**src/rtl/stash_scan_reader.sv**
```systemverilog
`default_nettype none
// ============================================================================
// Module   : stash_scan_reader
// Brief    : Walks the stash scan table slot by slot, clearing each slot as it
//            is read, and streams entry addresses (or dummies) to write-back.
//            Option macro SCAN_READ_LEAF_FIRST_EN walks levels leaf-to-root.
// Revision : 1.0  initial release
// ============================================================================
module stash_scan_reader #(
  parameter int ORAML        = 10,
  parameter int ORAMZ        = 4,
  parameter int BCWidth      = 3,
  parameter int BucketAWidth = 4,
  parameter int StashEAWidth = 8,
  parameter logic [StashEAWidth-1:0] SNULL = {StashEAWidth{1'b1}}
) (
  input  logic                           Clock,
  input  logic                           Reset,
  input  logic                           Start,
  output logic                           Busy,
  output logic                           Done,
  output logic [BucketAWidth+BCWidth-1:0] STAddr,
  output logic                           STValid,
  output logic                           STReset,
  input  logic [StashEAWidth-1:0]        STData,
  output logic [StashEAWidth-1:0]        OutSAddr,
  output logic [BucketAWidth-1:0]        OutLevel,
  output logic                           OutDummy,
  output logic                           OutValid,
  input  logic                           OutReady
);

  localparam int c_entryWidth = StashEAWidth + BucketAWidth;
  localparam logic [BCWidth-1:0] c_lastSlot = BCWidth'(ORAMZ - 1);
`ifdef SCAN_READ_LEAF_FIRST_EN
  localparam logic [BucketAWidth-1:0] c_firstLevel = BucketAWidth'(ORAML);
  localparam logic [BucketAWidth-1:0] c_lastLevel  = '0;
`else
  localparam logic [BucketAWidth-1:0] c_firstLevel = '0;
  localparam logic [BucketAWidth-1:0] c_lastLevel  = BucketAWidth'(ORAML);
`endif

  typedef enum logic [1:0] {
    S_IDLE  = 2'd0,
    S_SCAN  = 2'd1,
    S_DRAIN = 2'd2,
    S_DONE  = 2'd3
  } stateT;

  stateT                     r_state;
  stateT                     w_stateNext;
  logic [BucketAWidth-1:0]   r_level;
  logic [BCWidth-1:0]        r_slot;
  logic                      r_inFlight;
  logic [BucketAWidth-1:0]   r_reqLevel;
  logic [c_entryWidth-1:0]   r_fifo [2];
  logic                      r_wrPtr;
  logic                      r_rdPtr;
  logic [1:0]                r_occ;
  logic                      w_issue;
  logic                      w_pop;
  logic                      w_enq;
  logic                      w_fifoPop;
  logic                      w_lastIssue;
  logic [2:0]                w_pending;
  logic [BucketAWidth-1:0]   w_levelStep;
  logic [c_entryWidth-1:0]   w_head;

  // The in-flight read behaves as a virtual FIFO slot: its data is presented
  // directly when the FIFO is empty, giving one cycle of read-to-output latency.
  assign OutValid  = (r_occ != 2'd0) | r_inFlight;
  assign w_head    = (r_occ != 2'd0) ? r_fifo[r_rdPtr] : {STData, r_reqLevel};
  assign OutSAddr  = w_head[c_entryWidth-1:BucketAWidth];
  assign OutLevel  = w_head[BucketAWidth-1:0];
  assign OutDummy  = (OutSAddr == SNULL);
  assign w_pop     = OutValid & OutReady;
  assign w_enq     = r_inFlight & ~((r_occ == 2'd0) & w_pop);
  assign w_fifoPop = w_pop & (r_occ != 2'd0);
  assign w_pending = {1'b0, r_occ} + {2'b00, r_inFlight} - {2'b00, w_pop};

  assign w_lastIssue = (r_level == c_lastLevel) && (r_slot == c_lastSlot);
`ifdef SCAN_READ_LEAF_FIRST_EN
  assign w_levelStep = r_level - 1'b1;
`else
  assign w_levelStep = r_level + 1'b1;
`endif

  assign STAddr  = {r_level, r_slot};
  assign STValid = w_issue;
  assign STReset = w_issue;
  assign Busy    = (r_state == S_SCAN) || (r_state == S_DRAIN);
  assign Done    = (r_state == S_DONE);

  always_comb begin
    w_stateNext = r_state;
    w_issue     = 1'b0;
    case (r_state)
      S_IDLE: begin
        if (Start) w_stateNext = S_SCAN;
      end
      S_SCAN: begin
        w_issue = ~Reset & (w_pending < 3'd2);
        if (w_issue && w_lastIssue) w_stateNext = S_DRAIN;
      end
      S_DRAIN: begin
        // w_pending is the occupancy after this cycle; no reads issue here.
        if (w_pending == 3'd0) w_stateNext = S_DONE;
      end
      S_DONE: begin
        w_stateNext = S_IDLE;
      end
      default: w_stateNext = S_IDLE;
    endcase
  end

  always_ff @(posedge Clock) begin
    if (Reset) begin
      r_state    <= S_IDLE;
      r_level    <= '0;
      r_slot     <= '0;
      r_inFlight <= 1'b0;
      r_reqLevel <= '0;
    end else begin
      r_state    <= w_stateNext;
      r_inFlight <= w_issue;
      if (r_state == S_IDLE && Start) begin
        r_level <= c_firstLevel;
        r_slot  <= '0;
      end else if (w_issue) begin
        r_reqLevel <= r_level;
        if (r_slot == c_lastSlot) begin
          r_slot  <= '0;
          r_level <= w_levelStep;
        end else begin
          r_slot <= r_slot + 1'b1;
        end
      end
    end
  end

  always_ff @(posedge Clock) begin
    if (Reset) begin
      r_occ   <= 2'd0;
      r_wrPtr <= 1'b0;
      r_rdPtr <= 1'b0;
    end else begin
      if (w_enq) begin
        r_fifo[r_wrPtr] <= {STData, r_reqLevel};
        r_wrPtr         <= ~r_wrPtr;
      end
      if (w_fifoPop) r_rdPtr <= ~r_rdPtr;
      r_occ <= r_occ + {1'b0, w_enq} - {1'b0, w_fifoPop};
    end
  end

endmodule
`default_nettype wire
```
**config.mk**
```make
export PLATFORM = sky130hd
export DESIGN_NAME = stash_scan_reader
export DESIGN_NICKNAME = d
export VERILOG_FILES = /design/src/rtl/stash_scan_reader.sv
export SDC_FILE = /design/constraint.sdc
export NUM_CORES = 1
export LEC_CHECK = 0
export BUFFER_PORTS_ARGS = -buffer_cell sky130_fd_sc_hd__buf_2
export CORE_MARGIN = 3
export CORE_UTILIZATION = 35
export CTS_CLUSTER_SIZE = 28
export DETAILED_ROUTE_END_ITERATION = 12
export HOLD_SLACK_MARGIN = 0.05
export PLACE_DENSITY = 0.58
export SLEW_MARGIN = 20
export SYNTH_ARGS = -nofsm -noshare
export SYNTH_HDL_FRONTEND = slang
export SYNTH_SLANG_ARGS = --single-unit
```
**constraint.sdc**
```tcl
create_clock -name Clock -period 4.25 [get_ports Clock]
set_clock_uncertainty 0.15 [all_clocks]
set_input_delay 0.2125 -clock Clock [delete_from_list [all_inputs] [get_ports Clock]]
set_output_delay 0.2125 -clock Clock [all_outputs]
set_load 0.02 [all_outputs]
```
# Word level (Yosys, flattened, before mapping)
# Memories as Yosys holds them, arrays and structs flattened. A register that Yosys moved wholly into a read port is not among the register bits.
# Cells that the tools add are included.
[classes] n_addsub=6 multipliers=0 div_mod_pow=0 magnitude_cmp=1 eq_ne=9 n_shift=0 n_mux=12 n_bitwise=11 reduce_logical=12
[ops] cell="$mux 12" n=1
[ops] cell="$eq 8x8->1 const B" n=1
[ops] cell="$pmux 2 s4" n=1
[ops] cell="$mux 1" n=6
[ops] cell="$mux 2" n=3
[ops] cell="$and 1x1->1" n=5
[ops] cell="$not 1->1" n=5
[ops] cell="$add 4x1->4 const B" n=1
[ops] cell="$eq 2x2->1 const B" n=2
[ops] cell="$eq 4x4->1 const B" n=1
[ops] cell="$logic_not 2->1" n=2
[ops] cell="$ne 2x1->1 const B" n=2
[ops] cell="$reduce_and 2->1" n=2
[ops] cell="$add 2x1->3" n=1
[ops] cell="$add 3x1->3 const B" n=1
[ops] cell="$eq 3x2->1 const B" n=1
[ops] cell="$logic_and 1x1->1" n=3
[ops] cell="$logic_not 3->1" n=1
[ops] cell="$lt 3x2->1 const B" n=1
[ops] cell="$mux 3" n=1
[ops] cell="$reduce_and 3->1" n=1
[ops] cell="$sub 3x1->3" n=1
[ops] cell="$add 2x1->2" n=1
[ops] cell="$eq 2x1->1 const B" n=1
[ops] cell="other kinds (6)" n=6
[totals] reg_bits=18 latch_bits=0 ramBits=24 rom_bits=0 word_cells=60 n_memories=1
[memory_table] name="r_fifo" words=2 width=12 rd=1 rd_clocked_by_memory_dff=1 write_ports=1 line_no="56" rtl="logic [c_entryWidth-1:0] r_fifo [2];"

# Logic depth before layout (Yosys ltp)
# Gate-level depths: netlist of the first run.
[logic_depth] ltp_word=9 ltp_mapped=11

# Worst setup path after synthesis of the first run
# No wires, ideal clock.
[synth_path] kind="register to output" start="reg r_occ[1]" end="out STValid" t_arrival_ns=2.714 t_required_ns=3.888 setup_slack_ns=1.174 path_stages_with_launch=11 n_path_buf=1 cell_sequence="dfxtp_1 > or3_2 > and2_1 > ha_1 > inv_1 > ha_1 > fa_1 > nor2_1 > nand3_1 > inv_2 > buf_4"
[synth_via] elab_chain_len=7 elab_cells_between_ends=8
[synth_lines] element="start, declared" line_no="59" rtl="logic [1:0] r_occ;"
[synth_lines] element="start signal, assigned" line_no="152" rtl="r_occ <= r_occ + {1'b0, w_enq} - {1'b0, w_fifoPop};"
[synth_lines] element="$reduce_bool 2->1" line_no="71" rtl="assign OutValid = (r_occ != 2'd0) | r_inFlight;"
[synth_lines] element="$or 1x1->1" line_no="71"
[synth_lines] element="named net OutValid" line_no="29" rtl="output logic OutValid,"
[synth_lines] element="$and 1x1->1" line_no="76" rtl="assign w_pop = OutValid & OutReady;"
[synth_lines] element="$sub 3x1->3" line_no="79" rtl="assign w_pending = {1'b0, r_occ} + {2'b00, r_inFlight} - {2'b00, w_pop};"
[synth_lines] element="$lt 3x2->1" line_no="102" rtl="w_issue = ~Reset & (w_pending < 3'd2);"
[synth_lines] element="$and 1x1->1" line_no="102"
[synth_lines] element="$mux 1" line_no="97" rtl="case (r_state)"
[synth_lines] element="end, declared" line_no="23" rtl="output logic STValid,"
# The timed path passes the listed nets, and every way through them passes these cells.

# Final worst setup path of the first run
[layout_path] start="reg r_occ[1]" end="out STReset"
[layout_via] elab_chain_len=7 elab_cells_between_ends=8
[layout_lines] element="$reduce_bool 2->1" line_no="71"
[layout_lines] element="$or 1x1->1" line_no="71"
[layout_lines] element="$and 1x1->1" line_no="76"
[layout_lines] element="$sub 3x1->3 (*)" line_no="79"
[layout_lines] element="$lt 3x2->1 (*)" line_no="102"
[layout_lines] element="$and 1x1->1 (*)" line_no="102"
[layout_lines] element="$mux 1 (*)" line_no="97"
[layout_lines] element="end, declared" line_no="24" rtl="output logic STReset,"
# Mark *: on every way between the ends. The rest lies on a longest branch, timed or not.

==> results of run 1 <==
[logic make-up (layout without fill, tap and decap cells)]
kind of cell               after synthesis  in the layout  share of synthesized area [%]
xor gates and xnor gates                 6              6                           2.88
AOI/OAI and AO/OA                       25             25                           6.59
buffers and inverters                   27             74                           5.64
DFF                                     43             43                           52.8
adders and majority gates               13             13                           8.15
and+or+nand+nor                         57             57                           14.9
muxes                                   18             18                           9.05
[power groups by stage]
stage / Sequential, mW / Combinational (mW) / Clock [mW]
6_report: 0.515 / 0.503 / 0.315
3_5_place_dp: 0.526 / 0.504 / 0
5_1_grt: 0.522 / 0.559 / 0.346
4_1_cts: 0.517 / 0.513 / 0.325
2_1_floorplan: 0.506 / 0.408 / 0
3_3_place_gp: 0.525 / 0.507 / 0
[routing by layer]
layer	up-vias	track usage [%]	share of wire (%)
li1	741	-	-
met5	-	0	0
met4	0	2.67	0.60
met1	656	14.5	48
met2	35	18.9	46
met3	4	3.47	5.2
[state kept, by name, indices dropped and copies added, names as in the netlist, named ones only]
| name | flops |
|---|---|
| r_fifo | 24 |
| r_inFlight | 1 |
| r_level | 4 |
| r_occ | 2 |
| r_slot | 3 |
| r_reqLevel | 4 |
| r_state | 2 |
| r_rdPtr | 1 |
| r_wrPtr | 1 |
[stage by stage]
stage	hold slack, ps	instance area (um2)
final	73.6	2520
after global routing	89.3	2520
after CTS	68.4	2520
after detailed placement	267	2330
after global placement	277	2330
after floorplan	161	2090
[Yosys cell counts, types with 2 or more instances]
library cell and count:
o21ai_0 3, nand3_1 6, mux2i_1 14, xnor2_1 4, ha_1 12, or3_2 2, nor2_1 13, or3_1 3
and2_1 2, nand2_1 13, a21oi_1 19, inv_1 20, edfxtp_1 24, nor2b_1 2, dfxtp_1 19, clkbuf_1 2
mux2_2 2, nand2b_1 5, nand4_1 2
[area by class of cell]
cell class | count | area, um2 | area share (%)
multi-input combinational | 119 | 873 | 34.6
inverter | 21 | 78.8 | 3.12
sequential | 43 | 1100 | 43.6
tap | 72 | 90.1 | 3.57
timing repair buffer | 45 | 268 | 10.6
clock inverter | 3 | 43.8 | 1.74
clock buffer | 5 | 68.8 | 2.73
[worst paths after layout]
kind	end	slack (ps)	cells past startpoint
worst max register to register	r_level[3]	1070	10
worst min register to register	r_slot[2]	320	2
worst min-delay path	r_slot[2]	70	4
worst max-delay path	STReset	820	10
[worst max-delay path: stages (launching register included)]
cell	delay (ps)
dfxtp_1	380
or3_2	470
and2_1	170
ha_1	260
inv_1	40
ha_1	180
fa_1	450
nor2_1	240
nand3_1	210
inv_2	180
buf_2	190
[cells in the final DEF, fill, tap and decap left out, types with 2 or more instances in the layout]
cell type,Yosys,routed
nand2_1,13,13
buf_2,1,36
mux2i_1,14,14
o21ai_0,3,3
dfxtp_1,19,19
xnor2_1,4,4
or3_1,3,3
edfxtp_1,24,24
a21oi_1,19,19
nor2b_1,2,2
inv_1,20,20
nor2_1,13,13
and2_1,2,2
ha_1,12,12
mux2_2,2,2
dlygate4sd3_1,0,8
nand2b_1,5,5
or3_2,2,2
nand3_1,6,6
nand4_1,2,2
clkbuf_8,0,5
[timing repair]
action | CTS | global route
hold buffers | 8 | 0
hold endpoints to repair | 16 | 0
buffers inserted | 0 | 0
==> flow_metrics.tcl, run 1 <==
set metrics [dict create \
    internal_power_uw 849 \
    setup.worst_path.class "reg -> out" \
    synth_area_leader_cell "edfxtp_1" \
    drt_iter0_markers 48 \
    placed_cells 292 \
    ys_warn_count 0 \
    io_pins 37 \
    die_area_mm2 0.00693 \
    power_density_mw_per_mm2 528 \
    synthCells 189 \
    coreArea_mm2 0.00564 \
    setup_slack_ps 821 \
    hold_viol 0 \
    clk_pin_slew_ps 80 \
    clockBufferDepth 2 \
    comb_power_share_pct 37.8 \
    rsz0062_at_grt "no" \
    crit_required_ps 3890 \
    vias 1436 \
    seqPwrFrac_pct 38.6 \
    start_util_pct 37.0 \
    ys_ff_latch 43 \
    detail_route.wl_per_cell_um 12.5 \
    cts_buffers 5 \
    die_h_um 83.2 \
    track_usage_pct 11.4 \
    p_leak_nw 1.06 \
    rows 27 \
    routed_wl_um 3850 \
    tightest_slew_ps 956 \
    nNetsFinal 260 \
    cts_tree "done" \
    ant_nets 0 \
    htree_num_levels 2 \
    status "completed" \
    hold_path.class "in -> reg" \
    fmax_mhz 292 \
    vias_per_cell 4.66 \
    portBuffers 36 \
    grt_first_pass_wirelength_um 6390 \
    yosys.cell_types.count 41 \
    synth_top_area_share_pct 34.5 \
    setup_viol 0 \
    dp_hpwl_um 2740 \
    cp-start-kind "flop" \
    clock_latency_ps 290 \
    finalCritPeriodShare_pct 80.7 \
    cts.repair.resized 0 \
    pre_cts_slack_ps 1100 \
    cp.arrival_ps 3070 \
    grt-ovfl-total 0 \
    cp_max_fo 8 \
    syn_area_per_cell_um2 11.0 \
    antennaDiodeCount 0 \
    clock_power_share_pct 23.6 \
    cts_num_sinks 43 \
    synth-async-reset-ratio_pct 0 \
    fp.dieW_um 83.2 \
    finalPower_mw 1.33 \
    grt_antenna_before_repair 0 \
    crit_path_start "r_occ[1]" \
    drc 0 \
    cts_root_buf "clkbuf_8" \
    ys_seq_area_share_pct 52.8 \
    synth_nets 214 \
    grt_max_degree 22 \
    synth-edff-count 24 \
    maxSlewViolCount 0 \
    synthTopCellsByArea "edfxtp_1, dfxtp_1, ha_1, mux2i_1, a21oi_1" \
    swShare_pct 36.3 \
    synthesis.area_mm2 0.00209 \
    tns_ps 0 \
    ir_drop_v 0.000311 \
    drive_gt1_share_pct 24.2 \
    power_switching_uw 483 \
    drv_cap 0 \
    finalCoreUtilization_pct 44.7 \
    final_cells 308 \
    min_period_ps 3430 \
    rr_startpoint "r_occ[1]" \
    syn2layout_area_growth_pct 20.9 \
    synthFlopType "edfxtp_1" \
    grt_pass1_vias 1360 \
    fill_cells 544 \
    endpoint_kind "output port" \
    dr.pass1.iters 4 \
    min_from "Start" \
    place_congestion 0.779 \
    slew_headroom_pct 36.0 \
]
(Power assumes the default switching activity.)
==> run 2, diff against run 1 <==
==> constraint.sdc (replaced) <==
create_clock -name Clock -period 3.3 [get_ports Clock]
set_clock_uncertainty 0.15 [all_clocks]
set_input_delay 0.165 -clock Clock [delete_from_list [all_inputs] [get_ports Clock]]
set_output_delay 0.165 -clock Clock [all_outputs]
set_load 0.02 [all_outputs]
==> run 2 against run 1 <==
Against the previous run:
- hold slack better by 18 ps
- die area is the same
- sequential power increased by 24%
- final area rose by 2.5%
- utilization up 1.1 points
- via count is 1.8% higher
- critical path type unchanged
- critical endpoint is now STValid
==> flow_metrics.tcl, run 2 (synthesis results as in run 1) <==
set metrics [dict create \
    status "completed" \
    maxSlewViolCount 0 \
    final_cells 315 \
    cp-start-kind "flop" \
    grt-ovfl-total 0 \
    largest_reg_flops 24 \
    fmax_mhz 313 \
    cp.arrival_ps 2880 \
    tns_ps 0 \
    ant_nets 0 \
    track_usage_pct 11.8 \
    routed_wl_um 3960 \
    cts_num_sinks 43 \
    ir_drop_v 0.000494 \
    nNetsFinal 267 \
    layout_commonest_cell "buf_2" \
    finalPower_mw 1.76 \
    setup_slack_ps 101 \
    crit_required_ps 2980 \
    grt_pass1_vias 1463 \
    antennaDiodeCount 0 \
    slew_headroom_pct 72.2 \
    place_congestion 0.762 \
    top_regs "r_fifo (24), r_level (4), r_reqLevel (4)" \
    syn2layout_area_growth_pct 23.9 \
    drive_gt1_share_pct 26.7 \
    hold_path.class "in -> reg" \
    setup_viol 0 \
    placed_cells 295 \
    endpoint_kind "output port" \
    fin_area_mm2 0.00259 \
    rsz0062_at_grt "yes" \
    fp.dieW_um 83.2 \
    p_leak_nw 1.09 \
    grt_antenna_before_repair 0 \
    io_pins 37 \
    setup.worst_path.class "reg -> out" \
    cts_tree "done" \
    vias_per_cell 4.64 \
    start_util_pct 37.0 \
    finalCritPeriodShare_pct 96.9 \
    dp_hpwl_um 2740 \
    die_h_um 83.2 \
    holdWs_ps 91.5 \
    cts_buffers 5 \
    top_register "r_fifo" \
    min_period_ps 3200 \
    clockBufferDepth 2 \
    hold_viol 0 \
    drv_cap 0 \
    dr.pass1.iters 2 \
    portBuffers 36 \
    tightest_slew_ps 414 \
    rows 27 \
    drc 0 \
    clock_latency_ps 290 \
    drt_iter0_markers 63 \
    detail_route.wl_per_cell_um 12.6 \
    clk_pin_slew_ps 80 \
    cts_root_buf "clkbuf_8" \
    grt_first_pass_wirelength_um 6680 \
    place_area_mm2 0.00235 \
    vias 1462 \
    grt_max_degree 22 \
    layout_common_cells "buf_2, edfxtp_1, inv_1" \
    cp_max_fo 5 \
    htree_num_levels 2 \
    coreArea_mm2 0.00564 \
    power_density_mw_per_mm2 682 \
    finalCoreUtilization_pct 45.8 \
    pre_cts_slack_ps 157 \
    die_area_mm2 0.00693 \
]
==> run 2: changes by cell type in the layout (fill, tap and decap cells not counted) <==
| cell | before | now |
|---|---|---|
| buf_4 | 1 | 7 |
| nand3_1 | 6 | 5 |
| dlygate4sd3_1 | 8 | 9 |
| nor2_1 | 13 | 12 |
| nor2_2 | 0 | 1 |
| nand3_2 | 0 | 1 |
==> run 2: timing repair <==
action | in CTS | in global routing
resized for setup | 1 | 1
endpoints found under the hold margin | 17 | 0
buffers inserted | 3 | 0
hold buffers | 9 | 0
endpoints found under the setup margin | 2 | 3
==> run 2: area by class of cell <==
| class | instances | area [um2] |
|---|---|---|
| fillers | 535 | 3060 |
| clock buffers | 5 | 68.8 |
| well taps | 72 | 90.1 |
| repair buffers | 52 | 323 |
| multi-input cells | 119 | 881 |
| clock inverters | 3 | 43.8 |
| flip-flops and latches | 43 | 1100 |
| inverters | 21 | 78.8 |
==> run 2: worst max-delay path, cell delays in order (launching register included) <==
cell	delay [ps]
dfxtp_1	350
or3_2	480
and2_1	170
ha_1	270
inv_1	40
ha_1	180
fa_1	470
nor2_2	200
nand3_2	150
inv_2	110
buf_2	160
==> run 2: power breakdown <==
part / internal [mW] / total [mW] / switching, mW
logic: 0.287 / 0.714 / 0.428
clock network: 0.225 / 0.408 / 0.182
registers: 0.609 / 0.641 / 0.0320
==> run 2: final timing paths <==
kind                            startpoint          to  slack [ps]  cells after the start
worst max-delay path              r_occ[0]     STValid         100                     10
worst min-delay path                 Reset    r_occ[0]          90                      2
worst max register to register    r_occ[0]  r_level[3]         140                     11
worst min register to register   r_slot[2]   r_slot[2]         310                      2
==> run 2: metal layers <==
layer  track usage, %  vias up  part of all wire [%]
met5                0        -                     0
met4             4.16        0                   1.6
met3             2.88        6                   4.3
met2             20.0       35                    47
met1             14.6      671                    47
li1                 -      750                     -
